$ cat config.mk
export PLATFORM = sky130hd
export DESIGN_NAME = clock_stepper_gen_flat
export DESIGN_NICKNAME = d
export VERILOG_FILES = /design/src/rtl/clock_stepper_gen_if.sv /design/src/rtl/clock_stepper_gen.sv /design/src/flat_wrapper.sv
export SDC_FILE = /design/constraint.sdc
export NUM_CORES = 1
export LEC_CHECK = 0
export BUFFER_PORTS_ARGS = -buffer_cell sky130_fd_sc_hd__buf_2
export CORE_MARGIN = 10
export CORE_UTILIZATION = 56
export CTS_CLUSTER_DIAMETER = 100
export DETAILED_ROUTE_END_ITERATION = 8
export PLACE_DENSITY = 0.91
export SYNTH_ARGS = -nofsm -noshare
export SYNTH_HDL_FRONTEND = slang
export SYNTH_SLANG_ARGS = --single-unit
export TNS_END_PERCENT = 50
$ cat constraint.sdc
create_clock -name sys_clk -period 2.52 [get_ports sys_clk]
set_clock_uncertainty 0.1 [all_clocks]
set_input_delay 0.504 -clock sys_clk [delete_from_list [all_inputs] [get_ports sys_clk]]
set_output_delay 0.504 -clock sys_clk [all_outputs]
set_load 0.01 [all_outputs]
$ cat src/rtl/clock_stepper_gen_if.sv
// Control inputs and phase/stepper outputs of clock_stepper_gen.
// The generator is the slave; the control section that drives it is the master.
interface clock_stepper_gen_if #(
  parameter int NUM_STEPS = 6
);
  localparam int SW = $clog2(NUM_STEPS);

  logic          run;
  logic          step_req;
  logic          step_rst;
  logic          clk;
  logic          clk_d;
  logic          clk_e;
  logic          clk_s;
  logic [NUM_STEPS-1:0] step;
  logic [SW-1:0] step_idx;
  logic          cycle_end;
  logic          halted;

  modport master (
    output run, step_req, step_rst,
    input  clk, clk_d, clk_e, clk_s, step, step_idx, cycle_end, halted
  );

  modport slave (
    input  run, step_req, step_rst,
    output clk, clk_d, clk_e, clk_s, step, step_idx, cycle_end, halted
  );
endinterface

$ cat src/rtl/clock_stepper_gen.sv
// Four-phase machine clock generator with integrated one-hot stepper and
// run / halt / single-step control. All outputs are registered.
//
// state | meaning
// IDLE  | halted, q parked at 3, all phase outputs low
// RUN   | executing machine cycles; boundary decision at terminal sys_clk of Q3
module clock_stepper_gen #(
  parameter int PHASE_CYCLES = 2,
  parameter int NUM_STEPS    = 6
) (
  input logic sys_clk,
  input logic rst_n,
  clock_stepper_gen_if.slave bus
);
  localparam int SW = $clog2(NUM_STEPS);
  localparam int PW = (PHASE_CYCLES > 1) ? $clog2(PHASE_CYCLES) : 1;
  localparam logic [PW-1:0] PRE_LAST = PW'(PHASE_CYCLES - 1);
  localparam logic [SW-1:0] IDX_LAST = SW'(NUM_STEPS - 1);

  typedef enum logic {IDLE, RUN} state_t;

  state_t        state;
  logic [PW-1:0] pre;
  logic [1:0]    q;
  logic          ss;
  logic          rst_pend;
  logic          pre_tc;
  logic [SW-1:0] idx_adv;

  // {clk, clk_d, clk_e, clk_s} for the quarter being entered
  function automatic logic [3:0] phase_bits(input logic [1:0] qq);
    logic [3:0] r;
    r = 4'b0000;
    case (qq)
      2'd0: r = 4'b1010;
      2'd1: r = 4'b1111;
      2'd2: r = 4'b0110;
      default: r = 4'b0000;
    endcase
    return r;
  endfunction

  assign pre_tc = (pre == PRE_LAST);

  // A step_rst arriving on the advance edge itself still forces index 0
  assign idx_adv = (rst_pend || bus.step_rst) ? '0 :
                   (bus.step_idx == IDX_LAST) ? '0 : bus.step_idx + 1'b1;

  always_ff @(posedge sys_clk or negedge rst_n) begin
    if (!rst_n) begin
      state         <= IDLE;
      pre           <= '0;
      q             <= 2'd3;
      ss            <= 1'b0;
      rst_pend      <= 1'b0;
      bus.clk       <= 1'b0;
      bus.clk_d     <= 1'b0;
      bus.clk_e     <= 1'b0;
      bus.clk_s     <= 1'b0;
      bus.step      <= NUM_STEPS'(1);
      bus.step_idx  <= '0;
      bus.cycle_end <= 1'b0;
      bus.halted    <= 1'b1;
    end else begin
      bus.cycle_end <= 1'b0;
      if (bus.step_rst) rst_pend <= 1'b1;
      case (state)
        IDLE: begin
          if (bus.run || bus.step_req) begin
            state      <= RUN;
            pre        <= '0;
            q          <= 2'd0;
            ss         <= bus.step_req;
            bus.halted <= 1'b0;
            {bus.clk, bus.clk_d, bus.clk_e, bus.clk_s} <= phase_bits(2'd0);
          end
        end
        RUN: begin
          if (!pre_tc) begin
            pre           <= pre + 1'b1;
            bus.cycle_end <= (q == 2'd3) && ((pre + 1'b1) == PRE_LAST);
          end else begin
            pre <= '0;
            if (q != 2'd3) begin
              q <= q + 2'd1;
              {bus.clk, bus.clk_d, bus.clk_e, bus.clk_s} <= phase_bits(q + 2'd1);
              // Single-sys_clk quarters: Q3 is its own terminal cycle
              bus.cycle_end <= (q == 2'd2) && (PHASE_CYCLES == 1);
            end else begin
              bus.step_idx <= idx_adv;
              bus.step     <= NUM_STEPS'(1) << idx_adv;
              rst_pend     <= 1'b0;
              if (bus.run && !ss) begin
                q <= 2'd0;
                {bus.clk, bus.clk_d, bus.clk_e, bus.clk_s} <= phase_bits(2'd0);
              end else begin
                state      <= IDLE;
                ss         <= 1'b0;
                bus.halted <= 1'b1;
                {bus.clk, bus.clk_d, bus.clk_e, bus.clk_s} <= 4'b0000;
              end
            end
          end
        end
      endcase
    end
  end
endmodule

$ cat src/flat_wrapper.sv
// flat-port wrapper written by rule: the top's interface ports become plain ports
module clock_stepper_gen_flat 
#(
  parameter int PHASE_CYCLES = 2,
  parameter int NUM_STEPS    = 6
)
  (sys_clk, rst_n, bus_run, bus_step_req, bus_step_rst, bus_clk, bus_clk_d, bus_clk_e, bus_clk_s, bus_step, bus_step_idx, bus_cycle_end, bus_halted);
  clock_stepper_gen_if #(.NUM_STEPS(NUM_STEPS)) bus_i ();
  input logic sys_clk;
  input logic rst_n;
  input wire logic [$bits(bus_i.run)-1:0] bus_run;
  input wire logic [$bits(bus_i.step_req)-1:0] bus_step_req;
  input wire logic [$bits(bus_i.step_rst)-1:0] bus_step_rst;
  output wire logic [$bits(bus_i.clk)-1:0] bus_clk;
  output wire logic [$bits(bus_i.clk_d)-1:0] bus_clk_d;
  output wire logic [$bits(bus_i.clk_e)-1:0] bus_clk_e;
  output wire logic [$bits(bus_i.clk_s)-1:0] bus_clk_s;
  output wire logic [$bits(bus_i.step)-1:0] bus_step;
  output wire logic [$bits(bus_i.step_idx)-1:0] bus_step_idx;
  output wire logic [$bits(bus_i.cycle_end)-1:0] bus_cycle_end;
  output wire logic [$bits(bus_i.halted)-1:0] bus_halted;
  assign bus_i.run = bus_run;
  assign bus_i.step_req = bus_step_req;
  assign bus_i.step_rst = bus_step_rst;
  assign bus_clk = bus_i.clk;
  assign bus_clk_d = bus_i.clk_d;
  assign bus_clk_e = bus_i.clk_e;
  assign bus_clk_s = bus_i.clk_s;
  assign bus_step = bus_i.step;
  assign bus_step_idx = bus_i.step_idx;
  assign bus_cycle_end = bus_i.cycle_end;
  assign bus_halted = bus_i.halted;
  clock_stepper_gen #(.PHASE_CYCLES(PHASE_CYCLES), .NUM_STEPS(NUM_STEPS)) u_core (.sys_clk(sys_clk), .rst_n(rst_n), .bus(bus_i));
endmodule
==> results.toml, run 1 <==
[status]
status = "complete, no violations"

[synth]
post_synth_inst_count = 97
ys.warnings.count = 0
ys_async_sr_fraction = 1.000
syn_area_per_cell_um2 = 10.14
synthDistinctLibCells = 30
synthesized_flop_and_latch_total = 21
synth_seq_area_share = 0.5394
syn_area_um2 = 983.4
syn-num-nets = 105
synth_ff_type = "sky130_fd_sc_hd__dfrtp_1"
synth-edff-count = 0

[floorplan]
area_of_the_core_um2 = 1689
die_width_um = 61.91
die-area_um2 = 3832
die_height_um = 61.91
start_util = 0.5822
std_cell_rows = 15
ios = 20

[power]
cellPowerDensity_nw_per_um2 = 1150
total_power_mw = 1.271
power_frac_comb = 0.399
power.share.clock = 0.131
power.static_leakage_nw = 0.5512
switching_power_mw = 0.5120
power.share.switching = 0.4029
sequentialPowerShare = 0.471
ir_drop_uv = 639.6
intPower_mw = 0.7588

[routing]
routed_via_density = 5.759
routed-via-count = 766
routed_wire_length_per_instance_um = 15.66
detail-route-antenna-nets = 0
route.final.wire_length_um = 2083
firstDrtPassIters = 4
detail_route.drc_violations = 0
detail_route.iter0.violations = 14

[cts]
postCtsSetupBuffers = 0
cts_tree = "built"
worst_skew_pair.late_latency_ps = 320
cts_inserted_buffers = 3
cts-root-to-sink-buffers = 2
clockRootBuffer = "sky130_fd_sc_hd__clkbuf_4"
htree_num_levels = 1
cts_hold_repair.buffers = 0
clock_sink_count = 21
cells_resized_by_post_cts_repair = 0
clk_pin_slew_worst_paths_ps = 120

[worst_setup_path]
worstSetupEndpointType = "register"
required_ps = 2650
critical-path-max-stage-delay_ps = 590
arrival_ps = 2050
slowest_stage = "sky130_fd_sc_hd__dfstp_2"
worst_path_dominant_cell_family = "flip-flops"
setup.reg_to_reg.worst_slack_ps = 600
type_of_element_launching_the_critical_path = "register"
crit_type = "reg -> reg"
crit_chain = "ha_1, and3_1, nand2_1, o31ai_1"
path_buf_inv = 0
path_max_fanout = 11

[global_routing]
grt_pass1_wl_um = 3436
vias_in_the_first_global_route = 725
globalRouteTotalUtil = 0.1187
grt_start_max_net_pins = 22
initial_antenna_violation_count = 0
grt_remaining_overflow = 0

[cells_and_area]
layout-area-overhead-vs-synth_pct = 12.34
antenna_cells = 0
layout.cells.most_common = "sky130_fd_sc_hd__buf_2"
num-nets-final = 125
fin_cells = 133
post_route_cells_drive_above_1_share = 0.2586
mostFrequentLayoutCells = "sky130_fd_sc_hd__buf_2 (19), sky130_fd_sc_hd__nand2_1 (18), sky130_fd_sc_hd__dfrtp_1 (17)"

[sta]
hold_viol = 0
fmax_mhz = 520.6
layout_min_cycle_time_ps = 1921
max-slew-margin-rel = 0.6840
final-setup-viol-count = 0
post-route-period-util = 0.7623
timing_worst_slew_pin_value_ps = 471.5
setup_total_negative_slack_ps = 0
grt_setup_unrepaired = "false"
slew_violations = 0

[hold_path]
hold_path.class = "in -> async"

[placement]
dpl.cell_count = 129
hpwl_um = 1515
numPortBuffers = 19
place.gp.congestion = 0.8279

[job]
cap_violations = 0
## flip-flops by register name, summed over array words and instances, names as in the netlist
register and flops:
u_core.bus.clk 1, u_core.bus.clk_d 1, u_core.bus.clk_e 1, u_core.bus.clk_s 1, u_core.bus.cycle_end 1, u_core.bus.halted 1
u_core.bus.step 6, u_core.bus.step_idx 3, u_core.pre 1, u_core.q 2, u_core.rst_pend 1, u_core.ss 1
u_core.state 1
## cells in the mapped netlist (all sizes together), types with 2 or more instances
| library cell | n | share of area |
|---|---|---|
| a21oi | 5 | 0.025 |
| nor2 | 4 | 0.015 |
| nand3 | 5 | 0.038 |
| buf | 4 | 0.023 |
| ha | 3 | 0.038 |
| o31ai | 2 | 0.015 |
| nor3 | 2 | 0.015 |
| and3 | 2 | 0.013 |
| inv | 5 | 0.019 |
| mux2i | 2 | 0.020 |
| nor2b | 2 | 0.013 |
| o21ai | 9 | 0.046 |
| o22a | 2 | 0.018 |
| nand2 | 18 | 0.069 |
| dfstp | 4 | 0.11 |
| dfrtp | 17 | 0.43 |
## per-layer routing
metal,GRT usage,share of wire,wire length (µm)
met1,0.1514,0.47,969
met2,0.1816,0.45,945
met3,0.03455,0.064,133
met4,0.05096,0.017,35
met5,0,0,0
## path summary, 6_finish.rpt
path / from / end / cells past startpoint
max: u_core.q[0]$_DFFE_PN1P_ / u_core.bus.step[3]$_DFFE_PN0P_ / 4
min: rst_n / u_core.bus.step[5]$_DFFE_PN0P_ / 1
max reg2reg: u_core.q[0]$_DFFE_PN1P_ / u_core.bus.step[3]$_DFFE_PN0P_ / 4
min reg2reg: u_core.bus.step[1]$_DFFE_PN0P_ / u_core.bus.step[1]$_DFFE_PN0P_ / 2
max in group asynchronous: rst_n / u_core.bus.halted$_DFFE_PN1P_ / 1
min in group sys_clk: bus_run / u_core.bus.halted$_DFFE_PN1P_ / 2
## power by group through the flow
stage	registers [mW]	clock network, mW	logic, mW
finish	0.598	0.166	0.506
global route	0.620	0.186	0.575
CTS	0.596	0.171	0.514
detailed placement	0.603	0	0.510
global placement	0.592	0	0.491
floorplan	0.598	0	0.342
## metrics by stage
stage	hold WS (ps)	worst slack (ps)	cell area [µm²]	util
after global placement	349.9	758.9	1077	0.6378
after floorplan	108.4	1049	983.4	-
after CTS	25.78	607.5	1105	0.6541
after detailed placement	358.9	634.7	1077	0.6378
after global routing	33.35	452.1	1105	0.6541
final	15.54	599.0	1105	0.6541
## cells by family (layout without fill, tap and decap cells)
| group | after synthesis | after routing | synth area share |
|---|---|---|---|
| compound gates | 24 | 24 | 0.1590 |
| fa+ha+maj | 3 | 3 | 0.03817 |
| buf+inv | 9 | 28 | 0.04199 |
| flops | 21 | 21 | 0.5394 |
| mux | 2 | 2 | 0.02036 |
| simple gates | 38 | 38 | 0.2010 |
## area by class of cell
type	instances	area, µm²
Clock buffer	3	22.52
Clock inverter	1	5.005
Fill cell	128	584.3
Inverter	5	18.77
Multi-Input combinational cell	67	411.6
Sequential cell	21	530.5
Tap cell	17	21.27
Timing Repair Buffer	19	95.09
No activity file was read; power rests on OpenSTA's default activity.
==> run 2: changes to the inputs <==
--- a/config.mk
+++ b/config.mk
@@ -7,10 +7,10 @@
 export LEC_CHECK = 0
 export BUFFER_PORTS_ARGS = -buffer_cell sky130_fd_sc_hd__buf_2
 export CORE_MARGIN = 10
-export CORE_UTILIZATION = 56
+export CORE_UTILIZATION = 47
 export CTS_CLUSTER_DIAMETER = 100
 export DETAILED_ROUTE_END_ITERATION = 8
-export PLACE_DENSITY = 0.91
+export PLACE_DENSITY = 0.83
 export SYNTH_ARGS = -nofsm -noshare
 export SYNTH_HDL_FRONTEND = slang
 export SYNTH_SLANG_ARGS = --single-unit
==> constraint.sdc (replaced) <==
create_clock -name sys_clk -period 1.7 [get_ports sys_clk]
set_clock_uncertainty 0.1 [all_clocks]
set_input_delay 0.34 -clock sys_clk [delete_from_list [all_inputs] [get_ports sys_clk]]
set_output_delay 0.34 -clock sys_clk [all_outputs]
set_load 0.01 [all_outputs]
==> run 2 against run 1 <==
Against the previous run: fmax up 23%; combinational power grew 57%; non-clock buffer count is 5 higher; core utilization decreased by 6.6 points; cell count grew 11%; flip-flop and latch count did not move.
==> results.toml, run 2 (synthesis results as in run 1) <==
[status]
status = "complete, no violations"

[floorplan]
die-area_um2 = 4322
area_of_the_core_um2 = 1982
die_height_um = 65.75
ios = 20
die_width_um = 65.75
start_util = 0.4962
std_cell_rows = 16

[placement]
numPortBuffers = 19
place.gp.congestion = 0.7909
dpl.cell_count = 143
hpwl_um = 1513

[cells_and_area]
mostFrequentLayoutCells = "sky130_fd_sc_hd__buf_2 (19), sky130_fd_sc_hd__nand2_1 (18), sky130_fd_sc_hd__dfrtp_1 (17)"
fin_cells = 148
finalCoreUtilization = 0.5878
fillerInstances = 169
num-nets-final = 130
number_of_flip_flops_in_the_largest_register = 6
largest_registers = "u_core.bus.step: 6 flops, u_core.bus.step_idx: 3 flops, u_core.q: 2 flops"
layout-area-overhead-vs-synth_pct = 18.45
antenna_cells = 0
layout.cells.most_common = "sky130_fd_sc_hd__buf_2"
max_flop_register = "u_core.bus.step"
post_route_cells_drive_above_1_share = 0.2975

[worst_setup_path]
worstSetupEndpointType = "register"
crit_type = "reg -> reg"
cp_num_cells = 5
arrival_ps = 1730
setup.reg_to_reg.worst_slack_ps = 130
path_buf_inv = 1
slowest_stage = "sky130_fd_sc_hd__dfstp_2"
path_max_fanout = 7
crit_chain = "ha_2, and3_4, buf_4, nand4b_1, nand2_1"
type_of_element_launching_the_critical_path = "register"
worst_path_dominant_cell_family = "flip-flops"
required_ps = 1860
critical-path-max-stage-delay_ps = 590
worstRegToRegCells = 5

[sta]
grt_setup_unrepaired = "false"
slew_violations = 0
max-slew-margin-rel = 0.6904
final-setup-viol-count = 0
fmax_mhz = 638.1
post-route-period-util = 0.9218
layout_min_cycle_time_ps = 1567
hold-worst-slack_ps = 131.6
setup_total_negative_slack_ps = 0
hold_viol = 0
timing_worst_slew_pin_value_ps = 464.4

[job]
cap_violations = 0

[routing]
route.final.wire_length_um = 2122
routed_wire_length_per_instance_um = 14.34
detail_route.iter0.violations = 39
routed_via_density = 5.412
firstDrtPassIters = 5
detail_route.drc_violations = 0
routed-via-count = 801
detail-route-antenna-nets = 0

[cts]
clock_sink_count = 21
clockRootBuffer = "sky130_fd_sc_hd__clkbuf_4"
cts_inserted_buffers = 3
clk_pin_slew_worst_paths_ps = 130
htree_num_levels = 1
cts_tree = "built"
worst_skew_pair.late_latency_ps = 310
cts-root-to-sink-buffers = 2

[global_routing]
grt_start_max_net_pins = 22
globalRouteTotalUtil = 0.1023
grt_pass1_wl_um = 3532
vias_in_the_first_global_route = 776
grt_remaining_overflow = 0
initial_antenna_violation_count = 0

[power]
ir_drop_uv = 795.6
total_power_mw = 1.927
power.static_leakage_nw = 0.5727
cellPowerDensity_nw_per_um2 = 1654

[hold_path]
hold_path.class = "in -> reg"
timing.hold.worst_path_depth = 2
-- run 2: changes by cell type in the layout (fill, tap and decap cells not counted), sizes merged --
| cell | delta |
|---|---|
| buf | +4 |
| dlygate4sd3 | +1 |
-- run 2: cell type report --
class	count	area [µm²]	share of cell area
tap	27	33.78	0.02900
timing repair buffer	24	135.1	0.1160
inverter	5	18.77	0.01611
clock inverter	1	5.005	0.004296
clock buffer	3	22.52	0.01933
multi-input combinational	67	419.2	0.3598
sequential	21	530.5	0.4554
-- run 2: metrics by stage --
step / area [µm²] / setup WS [ps]
2_1_floorplan: 983.4 / 228.7
3_3_place_gp: 1120 / 177.6
3_5_place_dp: 1120 / 132.8
4_1_cts: 1157 / 84.82
5_1_grt: 1165 / 25.70
6_report: 1165 / 132.9
-- run 2: path summary, 6_finish.rpt --
path                                                start                             end
min                                               bus_run   u_core.bus.halted$_DFFE_PN1P_
min reg2reg                u_core.bus.step[3]$_DFFE_PN0P_  u_core.bus.step[3]$_DFFE_PN0P_
min in group asynchronous                           rst_n       u_core.rst_pend$_DFF_PN0_
max reg2reg                       u_core.q[0]$_DFFE_PN1P_  u_core.bus.step[2]$_DFFE_PN0P_
max                               u_core.q[0]$_DFFE_PN1P_  u_core.bus.step[2]$_DFFE_PN0P_
max in group asynchronous                           rst_n         u_core.q[0]$_DFFE_PN1P_
-- run 2: where the power goes --
group	internal (mW)	switching, mW
sequential	0.710	0.172
combinational	0.367	0.429
clock	0.0878	0.160
-- run 2: layer usage --
layer	wire length [µm]	global-route usage	vias to the layer above
met5	0	0	-
li1	-	-	383
met2	1029	0.1655	33
met1	891	0.1157	377
met4	67	0.06417	0
met3	133	0.02881	8
-- run 2: repair_timing --
action / in CTS / in global routing
endpoints found under the hold margin: 17 / 0
endpoints found under the setup margin: 0 / 4
gates resized for setup: 0 / 2
hold buffers: 1 / 0
buffers inserted: 0 / 0
==> run 3: changes to the inputs <==
--- a/config.mk
+++ b/config.mk
@@ -7,10 +7,10 @@
 export LEC_CHECK = 0
 export BUFFER_PORTS_ARGS = -buffer_cell sky130_fd_sc_hd__buf_2
 export CORE_MARGIN = 10
-export CORE_UTILIZATION = 47
+export CORE_UTILIZATION = 56
 export CTS_CLUSTER_DIAMETER = 100
 export DETAILED_ROUTE_END_ITERATION = 8
-export PLACE_DENSITY = 0.83
+export PLACE_DENSITY = 0.91
 export SYNTH_ARGS = -nofsm -noshare
 export SYNTH_HDL_FRONTEND = slang
 export SYNTH_SLANG_ARGS = --single-unit
==> constraint.sdc (replaced) <==
create_clock -name sys_clk -period 2 [get_ports sys_clk]
set_clock_uncertainty 0.1 [all_clocks]
set_input_delay 0.4 -clock sys_clk [delete_from_list [all_inputs] [get_ports sys_clk]]
set_output_delay 0.4 -clock sys_clk [all_outputs]
set_load 0.01 [all_outputs]
==> run 3 against run 2 <==
Against the previous run: sequential share of layout area grew 1.4 points; total power is 17% lower; critical path depth shrank 1; cell count fell by 8.1%; fmax decreased by 3.6%; wire length fell by 6.8%; worst hold slack improved by 89 ps; clock-buffer cell count did not move; critical endpoint unchanged; highest routed layer unchanged; sequential power decreased by 15%; flip-flop and latch count is the same.
==> results.toml, run 3 (synthesis results as in run 1) <==
[worst_setup_path]
path_buf_inv = 0
worstSetupEndpointType = "register"
critical-path-max-stage-delay_ps = 590
required_ps = 2140
arrival_ps = 1760
type_of_element_launching_the_critical_path = "register"
timing.rr.start = "u_core.q[0]$_DFFE_PN1P_"
crit_chain = "ha_1, and3_1, nand4b_1, nand2_1"
timing.rr.end = "u_core.bus.step[2]$_DFFE_PN0P_"
worstRegToRegCells = 4
path_max_fanout = 9
worst_path_dominant_cell_family = "simple AND/OR/NAND/NOR gates"
setup.reg_to_reg.worst_slack_ps = 380
slowest_stage = "sky130_fd_sc_hd__dfstp_2"
crit_type = "reg -> reg"

[cts]
cts_tree = "built"
htree_num_levels = 1
worst_skew_pair.late_latency_ps = 290
cts_inserted_buffers = 3
clock_sink_count = 21
clockRootBuffer = "sky130_fd_sc_hd__clkbuf_4"
cts-root-to-sink-buffers = 2
clk_pin_slew_worst_paths_ps = 120
postCtsSetupBuffers = 0

[floorplan]
area_of_the_core_um2 = 1689
ios = 20
std_cell_rows = 15
die_height_um = 61.91
die_width_um = 61.91
die-area_um2 = 3832
start_util = 0.5822

[cells_and_area]
antenna_cells = 0
layout.cells.most_common = "sky130_fd_sc_hd__buf_2"
mostFrequentLayoutCells = "sky130_fd_sc_hd__buf_2 (19), sky130_fd_sc_hd__nand2_1 (18), sky130_fd_sc_hd__dfrtp_1 (17)"
layout-area-overhead-vs-synth_pct = 14.89
max_flop_register = "u_core.bus.step"
num-nets-final = 128
number_of_flip_flops_in_the_largest_register = 6
post_route_cells_drive_above_1_share = 0.2689
largest_registers = "u_core.bus.step: 6 flops, u_core.bus.step_idx: 3 flops, u_core.q: 2 flops"

[routing]
met2_wirelength_um = 910
routed-via-count = 760
routed_via_density = 5.588
detail_route.iter0.violations = 17
routed_wire_length_per_instance_um = 14.54
detail-route-antenna-nets = 0
dr.max_layer_used = "met4"
route.final.wire_length_um = 1977
wl_met3_um = 97
firstDrtPassIters = 4
met1Wirelength_um = 948
detail_route.drc_violations = 0

[sta]
hold-worst-slack_ps = 221.0
fmax_mhz = 615.4
final-setup-viol-count = 0
max-slew-margin-rel = 0.7031
layout_min_cycle_time_ps = 1625
grt_setup_unrepaired = "false"
timing_worst_slew_pin_value_ps = 445.3
slew_violations = 0
setup_total_negative_slack_ps = 0
hold_viol = 0
post-route-period-util = 0.8125

[global_routing]
vias_in_the_first_global_route = 701
grt_remaining_overflow = 0
initial_antenna_violation_count = 0
globalRouteTotalUtil = 0.1090
grt_start_max_net_pins = 22
grt_pass1_wl_um = 3236

[hold_path]
hold_path.class = "in -> reg"
hold_path_end = "u_core.bus.halted$_DFFE_PN1P_"
timing.hold.worst_path_depth = 2
timing.hold.worst.start = "bus_run"

[status]
status = "complete, no violations"

[power]
ir_drop_uv = 800.5
cellPowerDensity_nw_per_um2 = 1407
power.static_leakage_nw = 0.5661

[placement]
hpwl_um = 1476
place.gp.congestion = 0.8359
numPortBuffers = 19

[job]
cap_violations = 0
## run 3: layer usage
layer / up-vias / track usage
met5: - / 0
met4: 0 / 0.03503
met3: 4 / 0.02236
met2: 17 / 0.1728
met1: 360 / 0.1441
li1: 379 / -
## run 3: final cells by class
cell class                      instances  area, µm²
Clock buffer                            3      22.52
Inverter                                5      18.77
Multi-Input combinational cell         67      411.6
Timing Repair Buffer                   22      120.1
Clock inverter                          1      5.005
Fill cell                             140      559.3
Sequential cell                        21      530.5
Tap cell                               17      21.27
## run 3: power by group
part | internal (mW) | switching (mW) | leakage, nW
Clock | 0.0742 | 0.123 | 0.0177
Combinational | 0.285 | 0.359 | 0.294
Sequential | 0.604 | 0.145 | 0.254
## run 3: worst max path at each step
stage                                        from                        endpoint  depth (start not counted)
after floorplan           u_core.q[0]$_DFFE_PN1P_  u_core.bus.step[1]$_DFFE_PN0P_                          4
after global placement    u_core.q[0]$_DFFE_PN1P_  u_core.bus.step[5]$_DFFE_PN0P_                          4
after detailed placement  u_core.q[0]$_DFFE_PN1P_  u_core.bus.step[5]$_DFFE_PN0P_                          4
after CTS                 u_core.q[0]$_DFFE_PN1P_  u_core.bus.step[5]$_DFFE_PN0P_                          4
after global routing      u_core.q[0]$_DFFE_PN1P_   u_core.bus.halted$_DFFE_PN1P_                          4
final                     u_core.q[0]$_DFFE_PN1P_  u_core.bus.step[2]$_DFFE_PN0P_                          4
## run 3: worst reg2reg max path, delay by kind of cell, from the launching register on
| kind | cells | cell delay (ps) |
|---|---|---|
| adder cells (fa/ha/maj) | 1 | 230 |
| flip-flops | 1 | 590 |
| AND/OR/NAND/NOR | 3 | 650 |
## run 3: stage by stage
stage / total power, mW / utilization / area, µm² / setup WS, ps / instances
after floorplan: 1.183 / - / 983.4 / 528.7 / 97
after global placement: 1.370 / 0.6467 / 1092 / 461.6 / 131
after detailed placement: 1.408 / 0.6467 / 1092 / 389.1 / 131
after CTS: 1.608 / 0.6689 / 1130 / 361.2 / 136
after global routing: 1.733 / 0.6689 / 1130 / 262.5 / 136
final: 1.590 / 0.6689 / 1130 / 375.0 / 136
## run 3: timing repair
item	in CTS	in global routing
gates resized for setup	0	0
hold buffers	1	0
endpoints found under the hold margin	17	0
